### config.mk
export PLATFORM = sky130hd
export DESIGN_NAME = cbb_count_ones_arb
export DESIGN_NICKNAME = d
export VERILOG_FILES = /design/src/rtl/cbb_count_ones_arb.sv
export SDC_FILE = /design/constraint.sdc
export NUM_CORES = 1
export LEC_CHECK = 0
export BUFFER_PORTS_ARGS = -buffer_cell sky130_fd_sc_hd__buf_4
export CELL_PAD_IN_SITES_DETAIL_PLACEMENT = 1
export CELL_PAD_IN_SITES_GLOBAL_PLACEMENT = 1
export CORE_ASPECT_RATIO = 0.5
export CORE_MARGIN = 5
export CORE_UTILIZATION = 36
export CTS_BUF_LIST = sky130_fd_sc_hd__clkbuf_8
export CTS_CLUSTER_DIAMETER = 80
export DETAILED_ROUTE_END_ITERATION = 12
export HOLD_SLACK_MARGIN = 0.05
export PLACE_DENSITY_LB_ADDON = 0.1
export REMOVE_ABC_BUFFERS = 1
export SLEW_MARGIN = 10
export SYNTH_ARGS = -nofsm -noshare
export SYNTH_HDL_FRONTEND = slang
export SYNTH_SLANG_ARGS = --single-unit
### constraint.sdc
create_clock -name clk -period 6.8 [get_ports clk]
set_clock_uncertainty 0.05 [all_clocks]
set_input_delay 1.7 -clock clk [delete_from_list [all_inputs] [get_ports clk]]
set_output_delay 1.7 -clock clk [all_outputs]
set_load 0.02 [all_outputs]
### src/rtl/cbb_count_ones_arb.sv
// cbb_count_ones_arb: round-robin arbiter that shares one popcount among
// N_REQ valid/ready requesters. It returns the count and the requester id
// through a single registered, back-pressurable response port.

// Popcount of one word. The result is zero-extended and never saturates:
// an all-ones word returns WIDTH.
module cbb_count_ones #(
  parameter int WIDTH = 8,
  parameter int CNT_W = $clog2(WIDTH) + 1
) (
  input  logic [WIDTH-1:0] data,
  output logic [CNT_W-1:0] cnt
);

  // Sum the individual bits of the word into the count.
  always_comb begin
    cnt = {CNT_W{1'b0}};
    for (int i = 0; i < WIDTH; i++) begin
      cnt = cnt + CNT_W'(data[i]);
    end
  end

endmodule

module cbb_count_ones_arb #(
  parameter int N_REQ = 4,
  parameter int WIDTH = 8,
  parameter int CNT_W = $clog2(WIDTH) + 1,
  parameter int IDX_W = (N_REQ > 1) ? $clog2(N_REQ) : 1
) (
  input  logic                     clk,
  input  logic                     rst,
  input  logic [N_REQ-1:0]         req_valid,
  input  logic [N_REQ*WIDTH-1:0]   req_data,
  output logic [N_REQ-1:0]         req_ready,
  output logic                     rsp_valid,
  input  logic                     rsp_ready,
  output logic [CNT_W-1:0]         rsp_cnt,
  output logic [IDX_W-1:0]         rsp_id
);

  logic [IDX_W-1:0] ptr_r;
  logic [IDX_W-1:0] ptr_nxt_s;
  logic [IDX_W-1:0] gnt_idx_s;
  logic [IDX_W-1:0] cand_s;
  logic [N_REQ-1:0] grant_s;
  logic             slot_free_s;
  logic             any_grant_s;
  logic [WIDTH-1:0] sel_word_s;
  logic [CNT_W-1:0] pop_s;

  // The response slot can take a new result when it is empty or drains now.
  assign slot_free_s = !rsp_valid || rsp_ready;
  assign any_grant_s = |grant_s;
  assign req_ready   = grant_s;
  assign ptr_nxt_s   = IDX_W'((int'(gnt_idx_s) + 32'sd1) % N_REQ);

  // Round-robin pick. The scan runs from the farthest candidate back to ptr,
  // so the last hit is the first valid index at or after ptr.
  always_comb begin
    grant_s   = {N_REQ{1'b0}};
    gnt_idx_s = {IDX_W{1'b0}};
    cand_s    = {IDX_W{1'b0}};
    if (!rst && slot_free_s) begin
      for (int k = N_REQ - 1; k >= 0; k--) begin
        cand_s = IDX_W'((int'(ptr_r) + k) % N_REQ);
        if (req_valid[cand_s]) begin
          grant_s         = {N_REQ{1'b0}};
          grant_s[cand_s] = 1'b1;
          gnt_idx_s       = cand_s;
        end else begin
          grant_s   = grant_s;
          gnt_idx_s = gnt_idx_s;
        end
      end
    end else begin
      grant_s   = {N_REQ{1'b0}};
      gnt_idx_s = {IDX_W{1'b0}};
    end
  end

  // Steer the granted requester's word into the shared popcount.
  always_comb begin
    sel_word_s = {WIDTH{1'b0}};
    for (int i = 0; i < N_REQ; i++) begin
      if (grant_s[i]) begin
        sel_word_s = req_data[i*WIDTH +: WIDTH];
      end else begin
        sel_word_s = sel_word_s;
      end
    end
  end

  cbb_count_ones #(
    .WIDTH (WIDTH),
    .CNT_W (CNT_W)
  ) u_count_ones (
    .data (sel_word_s),
    .cnt  (pop_s)
  );

  // Response register and pointer. A grant loads a new result. A drain with
  // no grant only clears valid. Back-pressure freezes everything.
  always_ff @(posedge clk) begin
    if (rst) begin
      rsp_valid <= 1'b0;
      rsp_cnt   <= {CNT_W{1'b0}};
      rsp_id    <= {IDX_W{1'b0}};
      ptr_r     <= {IDX_W{1'b0}};
    end else if (any_grant_s) begin
      rsp_valid <= 1'b1;
      rsp_cnt   <= pop_s;
      rsp_id    <= gnt_idx_s;
      ptr_r     <= ptr_nxt_s;
    end else if (rsp_ready) begin
      rsp_valid <= 1'b0;
    end else begin
      rsp_valid <= rsp_valid;
    end
  end

endmodule

* Yosys cells after proc, flatten, opt, wreduce, memory -nomap -nowiden *
Cells that the tools add are included.

storage, ports and cells
  logic and storage cells = 65
  flip-flop bits (word level) = 9
  bits of input ports = 39
  output and inout port bits = 11

cells by class
  add/sub/neg operators = 11
  $lt $le $gt $ge = 8
  mux-type cells = 32
  reduce and logical (&&, ||, !) cells = 10

operators by type and width
  kind                                                                number
  2-to-1 mux 8 bit                                                    4
  adder 4 x 1 -> 4 bit                                                6
  2-to-1 mux 4 bit                                                    5
  < comparator 2 x 3 -> 1 bit (second input constant)                 4
  2-to-1 mux 1 bit                                                    10
  2-to-1 mux 2 bit                                                    5
  binary-select mux 1 bit (select 2 bit)                              4
  demux 1 bit (select 2 bit)                                          4
  greater-or-equal comparator 2 x 1 -> 1 bit (second input constant)  4
  logical AND 1 bit                                                   5
  adder 2 x 1 -> 2 bit (second input constant)                        2
  adder 2 bit (second input constant)                                 2
  OR reduction 4 bit                                                  1
  adder 1 x 1 -> 2 bit                                                1
  logical NOT 1 bit                                                   2
  nonzero test 2 bit                                                  1
  logical OR 1 bit                                                    1

* Longest topological paths before layout *
  word-level depth = 21
  mapped depth = 23
  depth with buffers taken out = 19

* Modules after synthesis *
From an unflattened synthesis, not the netlist that was laid out.

unflattened totals
  cell total of the unflattened synthesis = 162
  area total of the unflattened synthesis = 1322.5 sq um

modules (own cells, without submodules)
  module              area each (sq um)  instances  cells each  seq. area each (sq um)
  cbb_count_ones_arb  1132.3             1          138         180.2
  cbb_count_ones      190.2              1          24          0.0

* Worst setup path before layout *
No wires, ideal clock.

  kind = input to register
  start = input req_valid[3]
  end = register rsp_cnt[1]
  slack = 0.240 ns
  data arrival time = 6.431 ns
  path buffers = 2
  library setup time = 0.079 ns
  required time = 6.671 ns
  stages = 17
  cells stage by stage = clkbuf_1 -> mux4_2 -> buf_2 -> nand3b_1 -> a311oi_2 -> nor2b_1 -> a221oi_1 -> a21oi_1 -> ha_1 -> fa_1 -> inv_1 -> fa_1 -> inv_1 -> fa_1 -> inv_1 -> fa_1 -> a211oi_2

between the ends
  elaborated cells between the ends (all ways) = 25
  classes of those cells = add/sub: 7; mux: 17; reduce/logical: 1

RTL lines
  item                                    RTL line  source
  start: declaration                      33        input logic [N_REQ-1:0] req_valid,
  binary-select mux 1 bit (select 2 bit)  67        if (req_valid[cand_s]) begin
  2-to-1 mux 1 bit (not written as such)  67
  2-to-1 mux 4 bit (3 in a row)           67
  2-to-1 mux 4 bit (*)                    67
  2-to-1 mux 4 bit (*)                    64        if (!rst && slot_free_s) begin
  net req_ready[1]                        35        output logic [N_REQ-1:0] req_ready,
  2-to-1 mux 8 bit (3 in a row)           86        if (grant_s[i]) begin
  adder 1 x 1 -> 2 bit                    19        cnt = cnt + CNT_W'(data[i]);
  adder 4 x 1 -> 4 bit (6 in a row)       19
  end signal: assignment                  107       rsp_cnt <= {CNT_W{1'b0}};
  end signal: assignment                  112       rsp_cnt <= pop_s;
  end: declaration                        38        output logic [CNT_W-1:0] rsp_cnt,

The timed path passes the listed nets; every way through them passes the cells marked *. The select of a mux whose other input is x is not followed.
A chain may end at the register's enable or synchronous reset.

* Final worst setup path *
  start = input req_valid[2]
  end = register rsp_cnt[1]

between the ends
  word-level cells in the longest chain between the ends = 18
  elaborated cells between the ends (all ways) = 25
  classes of those cells = add/sub: 7; mux: 17; reduce/logical: 1

RTL lines
  item                                    RTL line
  binary-select mux 1 bit (select 2 bit)  67
  2-to-1 mux 1 bit (not written as such)  67
  2-to-1 mux 4 bit (3 in a row)           67
  2-to-1 mux 4 bit (*)                    67
  2-to-1 mux 4 bit (*)                    64
  2-to-1 mux 8 bit (4 in a row)           86
  adder 1 x 1 -> 2 bit                    19
  adder 4 x 1 -> 4 bit (6 in a row)       19

Every way passes the cells marked *; elsewhere a longest branch is shown, timed or not. The select of a mux whose other input is x is not followed.

==> key figures <==
Drt
  • Detailed Route Iter0 Violations: 16
  • Post-route ant nets: 0
  • Drt drc: 0
  • Wire length per cell: around 15 um
  • Top sig layer: met4
  • Via count: roughly 1300
  • Wire length on met1: 1790 um
  • Metal2 WL: between 1500 and 2000 um
  • Total length of routed wires: ~3700 um
  • Drt first pass iters: 4
  • Wire length on met3: a little over 200 um
  • Vias per cell: between 5 and 6

Min path
  • Hold Crit Class: reg -> reg

Outcome
  • Status: finished clean

Layout
  • Syn-to-layout area delta: 33.6%
  • Fin cells: 249
  • Antenna Diode Count: 0
  • Share of cells above drive strength 1: 36.9%
  • Most frequent cells in the layout: buf_4, a21oi_1, nand2_1
  • Most common cell after layout, fill and taps aside: buf_4
  • Final nets: approximately 250
  • Fill count: 440

Pwr
  • Worst vdd ir: 0.156 mV
  • P per Cell Area: a little over 500 nW/um^2
  • LEAKAGE: between 0.7 and 0.8 nW

Setup path
  • CP most frequent cell: fa_1
  • CP max-delay cell: mux4_2
  • Setup crit end: rsp_cnt[1]
  • Worst R2R Path Depth: 17
  • CP Data Required Time: 6.90 ns
  • Max FO, Critical Path: 12
  • WS Path Type: in -> reg
  • Reg-to-reg setup timing slack: 1.03 ns
  • Slowest stage delay, CP: roughly 0.59 ns
  • Worst setup startpoint: req_valid[2]
  • Startpoint Class: primary input
  • FF-to-FF Start: ptr_r[1]
  • Arrival time worst endpoint: 6.34 ns
  • Kind of end point of the critical path: register
  • Critical path cell sequence: buf_4 > mux4_2 > or4b_1 > a311o_1 > buf_4 > nor2_1 > a21oi_1 > ha_1 > fa_1 > inv_1 > fa_1 > inv_1 > fa_1 > inv_1 > fa_1 > a211oi_2
  • End of the worst register-to-register path: rsp_cnt[1]

Clocking
  • Clk slew on worst S/H paths: 0.04 ns
  • Root buffer cell: clkbuf_8
  • Post-CTS Resized: 0
  • Clk buf depth: 2
  • CTS Sinks: 9
  • Buffer count from post-CTS setup fixing: 0
  • Hold Buf Count CTS: 0
  • CTS tree: done
  • Worst-skew pair later-pin latency: between 0.2 and 0.25 ns
  • CTS buffer count: 3
  • H-tree levels: 1

Placement
  • Placed cell count: roughly 250
  • GPL Wtd Cong: 0.797
  • Port Buffers: 49
  • Hpwl dp: 3000 um

Global route
  • GRT overflow: 0
  • Number of global-route vias before repair: 1333
  • Gr usage total: between 10% and 20%
  • Initial antenna violation count: 0
  • Largest net degree at the start of global routing: 14
  • First-pass GRT wire length: 6250 um

Timing
  • Slew HR: 56.3%
  • Least-Margin Pin Slew: 0.653 ns
  • Pins Over Slew Limit: 0
  • Hold Vio Cnt, Final: 0
  • TNS Setup: 0 ns
  • RSZ-0062 raised after global routing: no
  • Period Utilization, post-route: just over 90%
  • Tmin final: about 6.2 ns
  • F_max: 0.160 GHz
  • Final setup fails: 0

Floorplan
  • IO Count: 50
  • Core Box Area: 3430 um^2
  • Initial core utilization: 37.3%
  • Row Count: 15
  • Die Footprint: 4930 um^2
  • Die extent in x: between 90 and 100 um
  • Chip height: 52.2 um

Yosys
  • Synth top area cells: dfxtp_1, ha_1, a21oi_1
  • Area leader, netlist: dfxtp_1
  • Seq/Total Area, Yosys: between 10% and 20%
  • Yosys reg bits: 9
  • Synth top area share: 14.0%
  • Synth unique cells: 39
  • Synthesized cell area: 1280 um^2
  • Synth warn: 0
  • Average size of a mapped cell: 8.44 um^2
  • Post-synthesis cell count: 152

Run
  • Maxcap violations: 0
[synth_stat cells]
cell       count
nand4bb_1      3
a211oi_1       1
and2_1         2
fa_1           4
nand3_1        1
mux4_2         4
a22oi_1        1
a221oi_1       7
nand3b_1       4
dfxtp_1        9
clkbuf_2       1
mux2_2         2
a311oi_2       2
inv_4          1
a211oi_2       2
o2bb2ai_1      2
nor4b_2        1
a21o_1         1
o32ai_1        1
xnor2_1        1
nor2_1        14
clkbuf_1       3
nor3_1         2
buf_6          4
a211o_1        1
nand2_1       17
a311o_1        2
mux2i_1        6
a21oi_2        1
or2_2          1
buf_4          1
inv_1          9
o22ai_1        1
buf_2          3
nor2b_1        5
ha_1          10
nor2_2         2
a21oi_1       18
or4b_1         2
[through the flow]
step / util (%) / setup WS [ns] / total power, mW / hold WS, ns / cell area, um^2
3_3_place_gp: 48.6 / 0.369 / 0.796 / 0.393 / 1670
2_1_floorplan: - / 0.170 / 0.628 / 0.477 / 1200
4_1_cts: 49.9 / 0.540 / 0.885 / 0.405 / 1710
3_5_place_dp: 48.6 / 0.301 / 0.820 / 0.399 / 1670
5_1_grt: 49.9 / 0.276 / 0.986 / 0.423 / 1710
6_report: 49.9 / 0.556 / 0.866 / 0.402 / 1710
[layout make-up]
cell class / instances / area, um^2 / area share (%)
multi-input combinational: 121 / 978 / 57.1
clock inverter: 1 / 3.75 / 0.219
sequential: 9 / 180 / 10.5
inverter: 10 / 40.0 / 2.34
clock buffer: 3 / 41.3 / 2.41
timing repair buffer: 54 / 405 / 23.7
tap: 51 / 63.8 / 3.73
[routing by layer]
layer	track usage, %	vias to the layer above
met1	20.3	616
met5	0	-
met2	27.8	31
met4	2.16	0
li1	-	645
met3	3.73	2
[power by group]
| part | leakage [nW] | switching, mW | internal (mW) |
|---|---|---|---|
| registers | 0.0740 | 0.0145 | 0.0712 |
| clock network | 0.0269 | 0.0207 | 0.0393 |
| logic | 0.654 | 0.393 | 0.327 |
[flip-flops by register name, summed over array words and instances, names as in the netlist]
signal / cells
rsp_cnt: 4
ptr_r: 2
rsp_id: 2
rsp_valid: 1
[cell families (layout without fill, tap and decap cells)]
group / Yosys count / after routing / share of synthesized area, %
compound gates: 40 / 40 / 23.3
fa+ha+maj: 14 / 14 / 16.0
xor+xnor: 1 / 1 / 0.683
buf+inv: 22 / 68 / 9.66
simple gates: 54 / 54 / 22.8
flops: 9 / 9 / 14.0
mux: 12 / 12 / 13.5
[critical path: cells and delay by family]
| kind | cells | cell delay, ns |
|---|---|---|
| adder cells (fa/ha/maj) | 5 | 2.23 |
| AO/OA/AOI/OAI | 3 | 0.66 |
| multiplexers | 1 | 0.59 |
| buffers and inverters | 5 | 0.51 |
| AND/OR/NAND/NOR | 2 | 0.64 |
[worst min-delay path by stage]
stage / startpoint / end / slack (ns) / cells past startpoint
5_1_grt: rsp_id[1] / rsp_id[1] / 0.42 / 2
3_5_place_dp: rsp_cnt[0] / rsp_cnt[0] / 0.40 / 2
6_report: rsp_cnt[0] / rsp_cnt[0] / 0.40 / 2
2_1_floorplan: rsp_cnt[0] / rsp_cnt[0] / 0.48 / 2
4_1_cts: rsp_cnt[0] / rsp_cnt[0] / 0.40 / 2
3_3_place_gp: rsp_cnt[0] / rsp_cnt[0] / 0.39 / 2
No activity file was read; power rests on OpenSTA's default activity.
